$ cat src/rtl/uart_pkg.sv
// Shared types and helpers for the UART transmit arbiter.
package uart_pkg;

    typedef enum logic [1:0] {
        ARB       = 2'd0,
        ISSUE     = 2'd1,
        WAIT_BUSY = 2'd2,
        WAIT_DONE = 2'd3
    } state_e;

    // Width of an index or counter able to hold values 0..n-1, never below one bit.
    function automatic int idx_width(input int n);
        return (n <= 2) ? 1 : $clog2(n);
    endfunction

endpackage

$ cat src/rtl/rr_pick.sv
// Round-robin first-valid search: the lowest-numbered valid requester at or
// after ptr (wrapping) wins.
module rr_pick
    import uart_pkg::*;
#(
    parameter int NUM_REQ = 3,
    parameter int IDX_W   = idx_width(NUM_REQ)
) (
    input  logic [NUM_REQ-1:0] valid,
    input  logic [IDX_W-1:0]   ptr,
    output logic [NUM_REQ-1:0] gnt,
    output logic               found
);

    logic [NUM_REQ-1:0] rot_s;
    logic [NUM_REQ-1:0] pick_s;

    // Rotate so ptr sits at bit 0, isolate the lowest set bit, rotate back.
    always_comb begin
        rot_s  = NUM_REQ'({valid, valid} >> ptr);
        pick_s = rot_s & (~rot_s + {{(NUM_REQ-1){1'b0}}, 1'b1});
        gnt    = NUM_REQ'(({pick_s, pick_s} << ptr) >> NUM_REQ);
        found  = |valid;
    end

endmodule

$ cat src/rtl/uart_tx_arbiter.sv
// Shares one UART byte transmitter between NUM_REQ requesters; a granted
// requester keeps the transmitter until its last byte or a hold timeout.
module uart_tx_arbiter
    import uart_pkg::*;
#(
    parameter int NUM_REQ       = 3,
    parameter int HOLD_TIMEOUT  = 65535,
    parameter int BUSY_WAIT_MAX = 15
) (
    input  logic                 clk,
    input  logic                 resetn,
    input  logic [NUM_REQ-1:0]   req_valid,
    input  logic [8*NUM_REQ-1:0] req_data,
    input  logic [NUM_REQ-1:0]   req_last,
    output logic [NUM_REQ-1:0]   req_ready,
    output logic [NUM_REQ-1:0]   grant,
    output logic [7:0]           tx_din,
    output logic                 tx_wr_en,
    input  logic                 tx_busy,
    output logic                 abort_pulse
);

    localparam int IDX_W = idx_width(NUM_REQ);
    localparam int HC_W  = idx_width(HOLD_TIMEOUT + 1);
    localparam int BC_W  = idx_width(BUSY_WAIT_MAX + 1);

    state_e             state_q,    state_d;
    logic [NUM_REQ-1:0] grant_q,    grant_d;
    logic [IDX_W-1:0]   owner_q,    owner_d;
    logic [IDX_W-1:0]   rr_ptr_q,   rr_ptr_d;
    logic [7:0]         tx_din_q,   tx_din_d;
    logic               tx_wr_en_q, tx_wr_en_d;
    logic               abort_q,    abort_d;
    logic               last_q,     last_d;
    logic [HC_W-1:0]    hold_cnt_q, hold_cnt_d;
    logic [BC_W-1:0]    busy_cnt_q, busy_cnt_d;

    logic [NUM_REQ-1:0] pick_gnt_s;
    logic               pick_found_s;
    logic [IDX_W-1:0]   pick_idx_s;
    logic               owner_valid_s;
    logic               owner_last_s;
    logic [7:0]         owner_data_s;
    logic [IDX_W-1:0]   next_ptr_s;

    rr_pick #(
        .NUM_REQ (NUM_REQ),
        .IDX_W   (IDX_W)
    ) u_rr_pick (
        .valid (req_valid),
        .ptr   (rr_ptr_q),
        .gnt   (pick_gnt_s),
        .found (pick_found_s)
    );

    // Encode the picked one-hot and mux out the current owner's request lanes.
    always_comb begin
        pick_idx_s    = {IDX_W{1'b0}};
        owner_valid_s = 1'b0;
        owner_last_s  = 1'b0;
        owner_data_s  = 8'h00;
        for (int i = 0; i < NUM_REQ; i++) begin
            pick_idx_s    = pick_gnt_s[i] ? IDX_W'(i) : pick_idx_s;
            owner_valid_s = (owner_q == IDX_W'(i)) ? req_valid[i] : owner_valid_s;
            owner_last_s  = (owner_q == IDX_W'(i)) ? req_last[i] : owner_last_s;
            owner_data_s  = (owner_q == IDX_W'(i)) ? req_data[8*i +: 8] : owner_data_s;
        end
        next_ptr_s = (owner_q == IDX_W'(NUM_REQ - 1)) ? {IDX_W{1'b0}} : owner_q + IDX_W'(1);
    end

    // Next-state logic; strobe and abort default low so each lasts one cycle.
    always_comb begin
        state_d    = state_q;
        grant_d    = grant_q;
        owner_d    = owner_q;
        rr_ptr_d   = rr_ptr_q;
        tx_din_d   = tx_din_q;
        tx_wr_en_d = 1'b0;
        abort_d    = 1'b0;
        last_d     = last_q;
        hold_cnt_d = hold_cnt_q;
        busy_cnt_d = busy_cnt_q;
        case (state_q)
            ARB: begin
                if (!tx_busy && pick_found_s) begin
                    grant_d    = pick_gnt_s;
                    owner_d    = pick_idx_s;
                    hold_cnt_d = {HC_W{1'b0}};
                    state_d    = ISSUE;
                end else begin
                    grant_d = {NUM_REQ{1'b0}};
                end
            end
            ISSUE: begin
                if (owner_valid_s) begin
                    tx_din_d   = owner_data_s;
                    tx_wr_en_d = 1'b1;
                    last_d     = owner_last_s;
                    busy_cnt_d = {BC_W{1'b0}};
                    state_d    = WAIT_BUSY;
                end else if (hold_cnt_q == HC_W'(HOLD_TIMEOUT - 1)) begin
                    grant_d  = {NUM_REQ{1'b0}};
                    rr_ptr_d = next_ptr_s;
                    abort_d  = 1'b1;
                    state_d  = ARB;
                end else begin
                    hold_cnt_d = hold_cnt_q + HC_W'(1);
                end
            end
            WAIT_BUSY: begin
                // Bounded so a strobe the transmitter never saw cannot stall us.
                if (tx_busy || (busy_cnt_q == BC_W'(BUSY_WAIT_MAX - 1))) begin
                    state_d = WAIT_DONE;
                end else begin
                    busy_cnt_d = busy_cnt_q + BC_W'(1);
                end
            end
            WAIT_DONE: begin
                if (tx_busy) begin
                    state_d = WAIT_DONE;
                end else if (last_q) begin
                    grant_d  = {NUM_REQ{1'b0}};
                    rr_ptr_d = next_ptr_s;
                    state_d  = ARB;
                end else begin
                    hold_cnt_d = {HC_W{1'b0}};
                    state_d    = ISSUE;
                end
            end
            default: begin
                grant_d = {NUM_REQ{1'b0}};
                state_d = ARB;
            end
        endcase
    end

    // State and output registers.
    always_ff @(posedge clk or negedge resetn) begin
        if (!resetn) begin
            state_q    <= ARB;
            grant_q    <= {NUM_REQ{1'b0}};
            owner_q    <= {IDX_W{1'b0}};
            rr_ptr_q   <= {IDX_W{1'b0}};
            tx_din_q   <= 8'h00;
            tx_wr_en_q <= 1'b0;
            abort_q    <= 1'b0;
            last_q     <= 1'b0;
            hold_cnt_q <= {HC_W{1'b0}};
            busy_cnt_q <= {BC_W{1'b0}};
        end else begin
            state_q    <= state_d;
            grant_q    <= grant_d;
            owner_q    <= owner_d;
            rr_ptr_q   <= rr_ptr_d;
            tx_din_q   <= tx_din_d;
            tx_wr_en_q <= tx_wr_en_d;
            abort_q    <= abort_d;
            last_q     <= last_d;
            hold_cnt_q <= hold_cnt_d;
            busy_cnt_q <= busy_cnt_d;
        end
    end

    assign req_ready   = (state_q == ISSUE) ? grant_q : {NUM_REQ{1'b0}};
    assign grant       = grant_q;
    assign tx_din      = tx_din_q;
    assign tx_wr_en    = tx_wr_en_q;
    assign abort_pulse = abort_q;

endmodule

$ cat config.mk
export PLATFORM = sky130hd
export DESIGN_NAME = uart_tx_arbiter
export DESIGN_NICKNAME = d
export VERILOG_FILES = /design/src/rtl/uart_pkg.sv /design/src/rtl/rr_pick.sv /design/src/rtl/uart_tx_arbiter.sv
export SDC_FILE = /design/constraint.sdc
export NUM_CORES = 1
export LEC_CHECK = 0
export ABC_AREA = 1
export BUFFER_PORTS_ARGS = -buffer_cell sky130_fd_sc_hd__clkbuf_2
export CAP_MARGIN = 20
export CELL_PAD_IN_SITES_DETAIL_PLACEMENT = 1
export CELL_PAD_IN_SITES_GLOBAL_PLACEMENT = 1
export CORE_MARGIN = 8
export CORE_UTILIZATION = 30
export DETAILED_ROUTE_END_ITERATION = 6
export PLACE_DENSITY = 0.72
export SKIP_LAST_GASP = 1
export SYNTH_ARGS = -nofsm -noshare
export SYNTH_HDL_FRONTEND = slang
export SYNTH_SLANG_ARGS = --single-unit
$ cat constraint.sdc
create_clock -name clk -period 2.1 [get_ports clk]
set_input_delay 0.315 -clock clk [delete_from_list [all_inputs] [get_ports clk]]
set_output_delay 0.315 -clock clk [all_outputs]
set_load 0.01 [all_outputs]
Yosys cells after proc, flatten, opt, wreduce, memory -nomap -nowiden. Cells that the tools add are included.

Bits in registers: 40. Word-level logic and storage cells: 97.

Add/sub/neg operators: 4. Equality and inequality tests: 18. Shift operators: 2. Multiplexer cells: 45. Bitwise gates (word level): 2. Reductions and logical operators: 16.

Operator list (count): 2-to-1 mux 16 bit (5); case mux 16 bit (3 select lines) (1); 2-to-1 mux 8 bit (3); 2-to-1 mux 2 bit (11); inequality test 2 bit, second input constant (10); 2-to-1 mux 3 bit (6); adder 16 x 1 -> 16 bit, second input constant (1); == test 16 bit, second input constant (1); 2-to-1 mux 1 bit (13); AND reduction 5 bit (2); case mux 3 bit (3 select lines) (1); 2-to-1 mux 4 bit (2); case mux 2 bit (4 select lines) (1); case mux 4 bit (2 select lines) (1); == test 2 bit, second input constant (3); AND reduction 3 bit (2); AND reduction 6 bit (1); left shift 6 x 2 -> 6 bit (1); >> shifter 6 x 2 -> 3 bit (1); adder 4 x 1 -> 4 bit, second input constant (1); == test 2 x 1 -> 1 bit, second input constant (2); == test 4 bit, second input constant (1); logical NOT 2 bit (2); case mux 2 bit (2 select lines) (1); other kinds (12) (14).

Logic depth before layout (Yosys ltp). Gate-level depths: netlist (run 1).

Depth after elaboration: 7. Gate-level depth with buffers: 12. Mapped depth without buffers: 11.

Hierarchy. A second synthesis (run 1) with hierarchy kept.

Cell total of the unflattened synthesis: 392. Area, all modules: 2658.8 um2.

Modules (own cells, without submodules): uart_tx_arbiter (times used 1, cells an instance 345, area an instance 2409.8 um2, seq. area each 1001.0 um2); rr_pick (times used 1, cells an instance 47, area an instance 249.0 um2, seq. area each 0.0 um2).

Worst setup path after synthesis (run 1). Ideal clock, no wire load.

Path kind: register to register. From: register hold_cnt_q[0]. To: register hold_cnt_q[11]. Arrival: 1.381 ns. Data required time: 1.983 ns. Path slack: 0.602 ns. Stages on the path, launching flop included: 10. Clock period less this slack: 1.498 ns. Cells stage by stage: dfrtp_1 -> inv_1 -> ha_1 -> nand2_1 -> nand3b_1 -> nor3_4 -> nor2_4 -> buf_4 -> nand2_1 -> nand2_1.

Longest elaborated chain between the ends: 4.

Ends and longest elaborated chain: start: declaration (RTL line uart_tx_arbiter.sv:35) `logic [HC_W-1:0] hold_cnt_q, hold_cnt_d;`; start signal: assignment (RTL line uart_tx_arbiter.sv:148) `hold_cnt_q <= {HC_W{1'b0}};`; start signal: assignment (RTL line uart_tx_arbiter.sv:159) `hold_cnt_q <= hold_cnt_d;`; adder 16 x 1 -> 16 bit (RTL line uart_tx_arbiter.sv:107) `hold_cnt_d = hold_cnt_q + HC_W'(1);`; 2-to-1 mux 16 bit (RTL line uart_tx_arbiter.sv:101) `end else if (hold_cnt_q == HC_W'(HOLD_TIMEOUT - 1)) begin`; 2-to-1 mux 16 bit (RTL line uart_tx_arbiter.sv:95) `if (owner_valid_s) begin`; case mux 16 bit (3 select lines) (RTL line uart_tx_arbiter.sv:83) `case (state_q)`.

Several ways; a longest one is shown, not always the timed one. The select of a mux whose other input is x is not followed. A chain may end at the register's enable or synchronous reset.

Worst setup path in the final report (run 1).
From: register state_q[1]. To: output port req_ready[0].

Longest elaborated chain between the ends: 2.

Ends and longest elaborated chain: start: declaration (RTL line uart_tx_arbiter.sv:27) `state_e state_q, state_d;`; start signal: assignment (RTL line uart_tx_arbiter.sv:151) `state_q <= state_d;`; == test 2 x 1 -> 1 bit (RTL line uart_tx_arbiter.sv:164) `assign req_ready = (state_q == ISSUE) ? grant_q : {NUM_REQ{1'b0}};`; 2-to-1 mux 3 bit (RTL line uart_tx_arbiter.sv:164); end: declaration (RTL line uart_tx_arbiter.sv:15) `output logic [NUM_REQ-1:0] req_ready,`.

Every way passes these cells.

==> impl_metrics.tcl, run 1 <==
set metrics [dict create \
    status "completed" \
    drv_slew 0 \
    first_global_vias 2601 \
    ctsResizeCount 0 \
    gr-usage-met1_pct 16.0 \
    layout_setup_ws_ps 312 \
    grt_use_met2_pct 22.6 \
    critPathMaxFanout 20 \
    die_area_um2 11400 \
    track_usage_pct 13.1 \
    ys.flop_type "dfrtp_1" \
    synth.most_common_cell "nand2_1" \
    synth_edf_count 0 \
    totalWireLength_um 6960 \
    synth.area.top_cells "dfrtp_1 40%, nand2_1 22%, nor2_1 7.6%" \
    clk-insertion-delay-late_ps 290 \
    cts_hold_repair.buffers 0 \
    first_pass_iters 4 \
    setup-tns-final_ps 0 \
    detail-route-antenna-nets 0 \
    vias 2328 \
    coreArea_um2 8130 \
    ys_warn_count 0 \
    use_met3_pct 2.88 \
    synth-seq-cells 40 \
    placed_cells 498 \
    grt_max_degree 25 \
    rows 33 \
    grt_pass1_wl_um 12200 \
    portBuffers 48 \
    vias_per_cell 4.61 \
    drc 0 \
    initial_utilization_pct 30.5 \
    peakVddDrop_mv 0.484 \
    cts_root_buf "clkbuf_8" \
    die_h_um 107 \
    yosysTopAreaCell "dfrtp_1" \
    fin_cells 505 \
    place_congestion 0.796 \
    wire_per_inst_um 13.8 \
    slew_headroom_pct 56.9 \
    clock.fmax_mhz 559 \
    num-nets-final 437 \
    arrival_ps 1470 \
    skew_ps 9.45 \
    tightest_slew_ps 647 \
    area_delta_synth_final_pct 17.1 \
    dp_slack_ps 385 \
    antenna_found_initial 0 \
    end_kind "output pin" \
    first_iter_violations 75 \
    critPathRequiredTime_ps 1780 \
    ys_seq_area_share_pct 40.3 \
    synth_area_per_cell_um2 7.09 \
    diodes 0 \
    period_needed_ps 1790 \
    syn_inst 350 \
    hold_viol_final 0 \
    synthArstFlopShare_pct 100 \
    numCtsBuffers 5 \
    hp-class "primary input to asynchronous set/reset pin" \
    clock_tree.buffer_depth 2 \
    syn_nets 387 \
    clkTransAtPathRegs_ps 80 \
    hpwl_um 5520 \
    h-tree-depth 2 \
    p_per_area_nw_per_um2 1190 \
    rsz0062_at_grt "no" \
    period_share_pct 85.2 \
    yosys.area.top_type_share_pct 40.3 \
    drv_cap 0 \
    critPathKind "flip-flop to output pin" \
    startpoint "state_q[1]" \
    rr_startpoint "hold_cnt_q[0]" \
    dieWidth_um 107 \
    netlist_top_cells_count "144 x nand2_1, 50 x nor2_1, 40 x dfrtp_1" \
    cp-start-kind "flip-flop" \
    busiest_layer "met2" \
    setup_viol 0 \
    ios 49 \
    cts_tree "built" \
    grt-ovfl-total 0 \
    ys_types 31 \
    layout-drive-gt1-share_pct 19.3 \
    post_cts_buffers 0 \
    netlist_area_um2 2480 \
    leakagePower_uw 0.00144 \
    cts.sink_count 40 \
]
[cells by family (layout without fill, tap and decap cells)]
family / after synthesis / in the layout / share of synthesized area (%)
and+or+nand+nor: 232 / 232 / 39.7
xor gates and xnor gates: 14 / 14 / 4.94
AOI/OAI and AO/OA: 24 / 24 / 6.75
adders and majority gates: 4 / 4 / 2.02
DFF: 40 / 40 / 40.3
buffers and inverters: 36 / 86 / 6.25
[path summary, 6_finish.rpt]
kind                           endpoint  slack [ps]  depth (start not counted)
max                        req_ready[0]         310                          4
max reg2reg                 rr_ptr_q[1]         410                          8
min reg2reg                    grant[1]         530                          2
max in group asynchronous    state_q[1]        1480                          2
min in group clk              tx_din[1]         300                          3
min                            grant[2]          30                          1
[metal layers]
layer,share of wire (%),wire length [µm]
met2,49,3400
met5,0,0
met3,3.8,261
met1,46,3220
met4,1.1,76
[flip-flops by register name, indices dropped and copies added (netlist names)]
name / count
grant: 3
rr_ptr_q: 2
owner_q: 2
busy_cnt_q: 4
tx_din: 8
hold_cnt_q: 16
abort_pulse: 1
last_q: 1
tx_wr_en: 1
state_q: 2
[metrics by stage]
step           utilization [%]  power, µW  cell area (µm²)  hold slack, ps
2_1_floorplan                -       2510             2480            19.4
3_3_place_gp              34.8       2970             2830             380
3_5_place_dp              34.8       3030             2830             378
4_1_cts                   35.7       3530             2910            55.9
5_1_grt                   35.7       3830             2910            79.8
6_report                  35.7       3470             2910            34.0
[power by group]
group	leakage, µW	internal, µW	switching, µW	total [µW]
clock	0.0000410	226	264	490
combinational	0.000880	564	1190	1760
sequential	0.000515	1000	217	1220
[critical path, stage by stage (launching register included)]
cell and delay [ps]:
dfrtp_1 440, nor2_2 230, inv_2 210, nor2_1 160
clkbuf_2 150
[cells in the final DEF (no fill, tap or decap), drive strengths merged, types with 4 or more instances in the layout]
master	n
a21oi	5
a41oi	9
buf	4
clkbuf	54
dfrtp	40
ha	4
inv	27
nand2	150
nand3	20
nor2	55
o21ai	5
xnor2	5
xor2	9
[final cells by class]
type	count	area [µm²]
fill	1018	5230
sequential	40	1000
multi-input combinational	274	1330
clock inverter	1	5.00
inverter	27	101
timing repair buffer	52	270
clock buffer	6	72.6
tap	105	131
Power figures use the tool's default switching activity.
==> run 2, diff against run 1 <==
==> constraint.sdc (replaced) <==
create_clock -name clk -period 1.95 [get_ports clk]
set_input_delay 0.2925 -clock clk [delete_from_list [all_inputs] [get_ports clk]]
set_output_delay 0.2925 -clock clk [all_outputs]
set_load 0.01 [all_outputs]
==> run 2 against run 1 <==
Effect of this change:
- routed wire length unchanged
- power increased by 11%
- worst setup slack worse by 160 ps
- sequential share of layout area is 0.31 points lower
- clock power grew 23%
- largest power group unchanged
- highest routed layer unchanged
==> impl_metrics.tcl, run 2 (same netlist as run 1, synthesis figures left out) <==
set metrics [dict create \
    h-tree-depth 2 \
    period_share_pct 92.4 \
    drc 0 \
    clkTransAtPathRegs_ps 80 \
    first_global_vias 2611 \
    cts_root_buf "clkbuf_8" \
    clock.fmax_mhz 555 \
    grt_max_degree 41 \
    drv_slew 0 \
    setup_viol 0 \
    initial_utilization_pct 30.5 \
    reg2reg_depth 8 \
    final_cell_mix "144 x nand2_1, 50 x nor2_1, 48 x clkbuf_2" \
    seqPwrFrac_pct 34.1 \
    diodes 0 \
    period_needed_ps 1800 \
    rsz0062_at_grt "no" \
    first_iter_violations 55 \
    clock_tree.buffer_depth 2 \
    setup-tns-final_ps 0 \
    hold_viol_final 0 \
    track_usage_pct 13.1 \
    numCtsBuffers 5 \
    power_uw 3840 \
    largest_reg_flops 16 \
    switching_power_uw 1850 \
    num-fill-cells 1059 \
    wire_per_inst_um 13.7 \
    area_delta_synth_final_pct 18.2 \
    arrival_ps 1510 \
    place_congestion 0.808 \
    p_per_area_nw_per_um2 1310 \
    regMostFlops "hold_cnt_q" \
    sw_frac_of_total_pct 48.2 \
    rr_startpoint "hold_cnt_q[0]" \
    power_frac_clock_pct 15.7 \
    power.internal_uw 1990 \
    first_pass_iters 4 \
    detail-route-antenna-nets 0 \
    combPwrFrac_pct 50.2 \
    hp-class "primary input to asynchronous set/reset pin" \
    tightest_slew_ps 529 \
    timing.rr.end "rr_ptr_q[0]" \
    cp-start-kind "flip-flop" \
    rows 33 \
    num-nets-final 437 \
    leakagePower_uw 0.00144 \
    cts_tree "built" \
    hpwl_um 5380 \
    clk-insertion-delay-late_ps 290 \
    layout-drive-gt1-share_pct 19.7 \
    coreArea_um2 8130 \
    grt_pass1_wl_um 12400 \
    die_area_um2 11400 \
    portBuffers 48 \
    mostFrequentLayoutCell "nand2_1" \
    peakVddDrop_mv 0.541 \
    die_h_um 107 \
    vias_per_cell 4.67 \
    skew_ps 6.85 \
    status "completed" \
    critPathKind "flip-flop to output pin" \
    end_kind "output pin" \
    grt-ovfl-total 0 \
    slew_headroom_pct 64.7 \
    ios 49 \
    critPathMaxFanout 12 \
    antenna_found_initial 0 \
    cts.sink_count 40 \
    drv_cap 0 \
    r2r_slack_ps 200 \
    critPathRequiredTime_ps 1660 \
    dieWidth_um 107 \
    totalWireLength_um 6960 \
    vias 2363 \
]
==> run 2: per-stage QoR <==
stage / hold slack (ps) / cell area (µm²) / utilization (%) / setup slack, ps / cells
finish: 52.7 / 2930 / 36.1 / 149 / 506
global route: 93.5 / 2930 / 36.1 / 33.2 / 506
CTS: 86.0 / 2920 / 35.9 / 43.8 / 506
detailed placement: 407 / 2830 / 34.8 / 249 / 498
global placement: 398 / 2830 / 34.8 / 276 / 498
floorplan: -3.09 / 2480 / - / 452 / 350
==> run 2: worst max-delay path by stage <==
stage                             start             end  slack (ps)  depth (start not counted)
final                        state_q[1]    req_ready[0]         150                          5
after global placement    hold_cnt_q[0]  hold_cnt_q[14]         280                          7
after CTS                    state_q[1]    req_ready[1]          40                          5
after floorplan           hold_cnt_q[0]  hold_cnt_q[11]         450                          9
after detailed placement  hold_cnt_q[0]     rr_ptr_q[0]         250                          8
after global routing         state_q[1]    req_ready[1]          30                          5
==> run 2: worst max-delay path, stage by stage (launching register included) <==
cell and delay, ps:
dfrtp_1 470, nor2_4 190, inv_2 130, buf_4 200
nor2_1 90, clkbuf_2 140
==> run 2: layout make-up <==
type	count	area, µm²	share of cell area, %
Inverter	27	101	3.45
Tap cell	105	131	4.48
Sequential cell	40	1000	34.1
Timing Repair Buffer	52	270	9.21
Multi-Input combinational cell	274	1340	45.5
Clock buffer	7	86.3	2.94
Clock inverter	1	7.51	0.256
==> run 2: timing repair <==
| item | CTS | global route |
|---|---|---|
| hold buffers | 0 | 0 |
| endpoints found under the hold margin | 0 | 0 |
| gates resized for setup | 0 | 2 |
| setup buffers | 0 | 0 |
| endpoints found under the setup margin | 0 | 4 |
==> run 2: layer usage <==
metal	GRT usage, %	vias up	wire length, µm
li1	-	1202	-
met1	15.9	1115	3170
met2	22.4	41	3390
met3	3.48	5	313
met4	3.72	0	76
met5	0	-	0
==> run 2: power by group through the flow <==
stage / Combinational (µW) / Clock (µW) / Sequential (µW)
finish: 1930 / 604 / 1310
floorplan: 1400 / 0 / 1310
detailed placement: 1970 / 0 / 1320
CTS: 1980 / 618 / 1310
global route: 2220 / 659 / 1350
global placement: 1890 / 0 / 1320
==> run 3, diff against run 2 <==
--- a/config.mk
+++ b/config.mk
@@ -13,7 +13,7 @@
 export CORE_MARGIN = 8
 export CORE_UTILIZATION = 30
 export DETAILED_ROUTE_END_ITERATION = 6
-export PLACE_DENSITY = 0.72
+export PLACE_DENSITY = 0.74
 export SKIP_LAST_GASP = 1
 export SYNTH_ARGS = -nofsm -noshare
 export SYNTH_HDL_FRONTEND = slang
==> constraint.sdc (replaced) <==
create_clock -name clk -period 1.7 [get_ports clk]
set_input_delay 0.255 -clock clk [delete_from_list [all_inputs] [get_ports clk]]
set_output_delay 0.255 -clock clk [all_outputs]
set_load 0.01 [all_outputs]
==> run 3 against run 2 <==
Effect of this change:
- the flow now finishes with violations (setup timing)
- sequential share of layout area fell by 1.2 points
- utilization rose by 1.4 points
- via count rose by 3.4%
- register-to-register slack got worse by 200 ps
- global-route usage rose by 0.12 points
==> impl_metrics.tcl, run 3 (same netlist as run 1, synthesis figures left out) <==
set metrics [dict create \
    status "complete, but fails checks" \
    violations "setup timing" \
    vias_per_cell 4.75 \
    end_kind "flip-flop" \
    regArea_um2 1000 \
    ios 49 \
    area_delta_synth_final_pct 22.8 \
    rsz0062_at_grt "yes" \
    dieWidth_um 107 \
    grt_max_degree 23 \
    cts.sink_count 40 \
    antenna_found_initial 0 \
    clkTransAtPathRegs_ps 80 \
    hp-class "primary input to flip-flop" \
    cts_root_buf "clkbuf_8" \
    totalWireLength_um 7330 \
    fin_cells 514 \
    mostFrequentLayoutCell "nand2_1" \
    final_cell_mix "144 x nand2_1, 50 x nor2_1, 47 x clkbuf_2" \
    period_needed_ps 1700 \
    layout-drive-gt1-share_pct 22.2 \
    critPathMaxFanout 16 \
    first_iter_violations 72 \
    slew_headroom_pct 63.8 \
    first_pass_iters 4 \
    clock_tree.buffer_depth 2 \
    setup_viol 3 \
    arrival_ps 1890 \
    diodes 0 \
    die_area_um2 11400 \
    drv_cap 0 \
    placed_area_um2 2890 \
    place_congestion 0.842 \
    wire_per_inst_um 14.3 \
    grt-ovfl-total 0 \
    placed_cells 504 \
    numCtsBuffers 5 \
    grt_pass1_wl_um 12400 \
    period_share_pct 100 \
    num-fill-cells 1026 \
    cts_tree "built" \
    drc 0 \
    h-tree-depth 2 \
    skew_ps 5.68 \
    num-nets-final 448 \
    largest_reg_flops 16 \
    critPathKind "flip-flop to flip-flop" \
    portBuffers 48 \
    multi_input_area_um2 1360 \
    fin_area_um2 3050 \
    vias 2444 \
    critPathRequiredTime_ps 1890 \
    first_global_vias 2646 \
    p_per_area_nw_per_um2 1560 \
    tightest_slew_ps 543 \
    peakVddDrop_mv 0.559 \
    clk-insertion-delay-late_ps 300 \
    drv_slew 0 \
    coreArea_um2 8130 \
    rows 33 \
    hold_viol_final 0 \
    track_usage_pct 13.3 \
    hpwl_um 5660 \
    leakagePower_uw 0.00150 \
    cp-start-kind "flip-flop" \
    clock.fmax_mhz 587 \
    regMostFlops "hold_cnt_q" \
    detail-route-antenna-nets 0 \
    die_h_um 107 \
    initial_utilization_pct 30.5 \
    layout_setup_ws_ps -3.26 \
]
-- run 3: cell types whose count changed in the layout (fill, tap and decap cells not counted), sizes merged --
cell / change
buf: +10
nand2: +1
clkinvlp: -1
clkbuf: -3
dlygate4sd3: +1
-- run 3: repair_timing --
action	CTS	global route
setup buffers	0	3
pin swaps	0	4
resized for setup	3	8
setup endpoints to repair	3	25
hold buffers	1	0
endpoints found under the hold margin	18	0
gates cloned	0	1
-- run 3: critical path, cell delays in order (launching register included) --
cell      delay, ps
dfrtp_2         440
inv_2            70
ha_1            150
nand2_1          60
nand3b_1        240
nor3_4          320
nor2_4           60
buf_12          150
nand2_1          60
nand2_1          50
-- run 3: through the flow --
step / TNS [ps] / power (µW) / hold slack [ps] / setup slack [ps] / utilization [%]
after floorplan: 0 / 3110 / -40.6 / 202 / -
after global placement: 0 / 3750 / 260 / 109 / 35.5
after detailed placement: 0 / 3860 / 272 / 51.8 / 35.5
after CTS: 0 / 4500 / 220 / 19.6 / 36.6
after global routing: -1720 / 5180 / 232 / -116 / 37.5
final: -6.70 / 4740 / 218 / -3.26 / 37.5
-- run 3: layout make-up --
class,count,area share (%)
multi-input cells,275,44.7
flip-flops and latches,40,32.9
repair buffers,62,12.4
well taps,105,4.31
inverters,27,3.41
clock buffers,5,2.26
-- run 3: metal layers --
layer	part of all wire, %	up-vias	GRT usage (%)	wire (µm)
met5	0	-	0	0
met4	1.5	0	3.62	110
met3	4.3	10	4.02	317
met2	49	48	22.4	3570
met1	45	1160	15.9	3340
li1	-	1226	-	-
-- run 3: power by group --
group / leakage, µW / switching, µW / total, µW / internal, µW
sequential: 0.000513 / 233 / 1470 / 1240
combinational: 0.000950 / 1700 / 2670 / 976
clock: 0.0000359 / 330 / 596 / 265
-- run 3: final timing paths --
kind / startpoint / to / slack, ps / depth (start not counted)
worst max-delay path: hold_cnt_q[0] / hold_cnt_q[8] / -3 / 9
worst min-delay path: req_data[23] / tx_din[7] / 220 / 3
worst max register to register: hold_cnt_q[0] / hold_cnt_q[8] / -3 / 9
worst min register to register: grant[0] / grant[0] / 540 / 2
max in group asynchronous: resetn / state_q[1] / 710 / 3
min in group asynchronous: resetn / hold_cnt_q[10] / 470 / 2
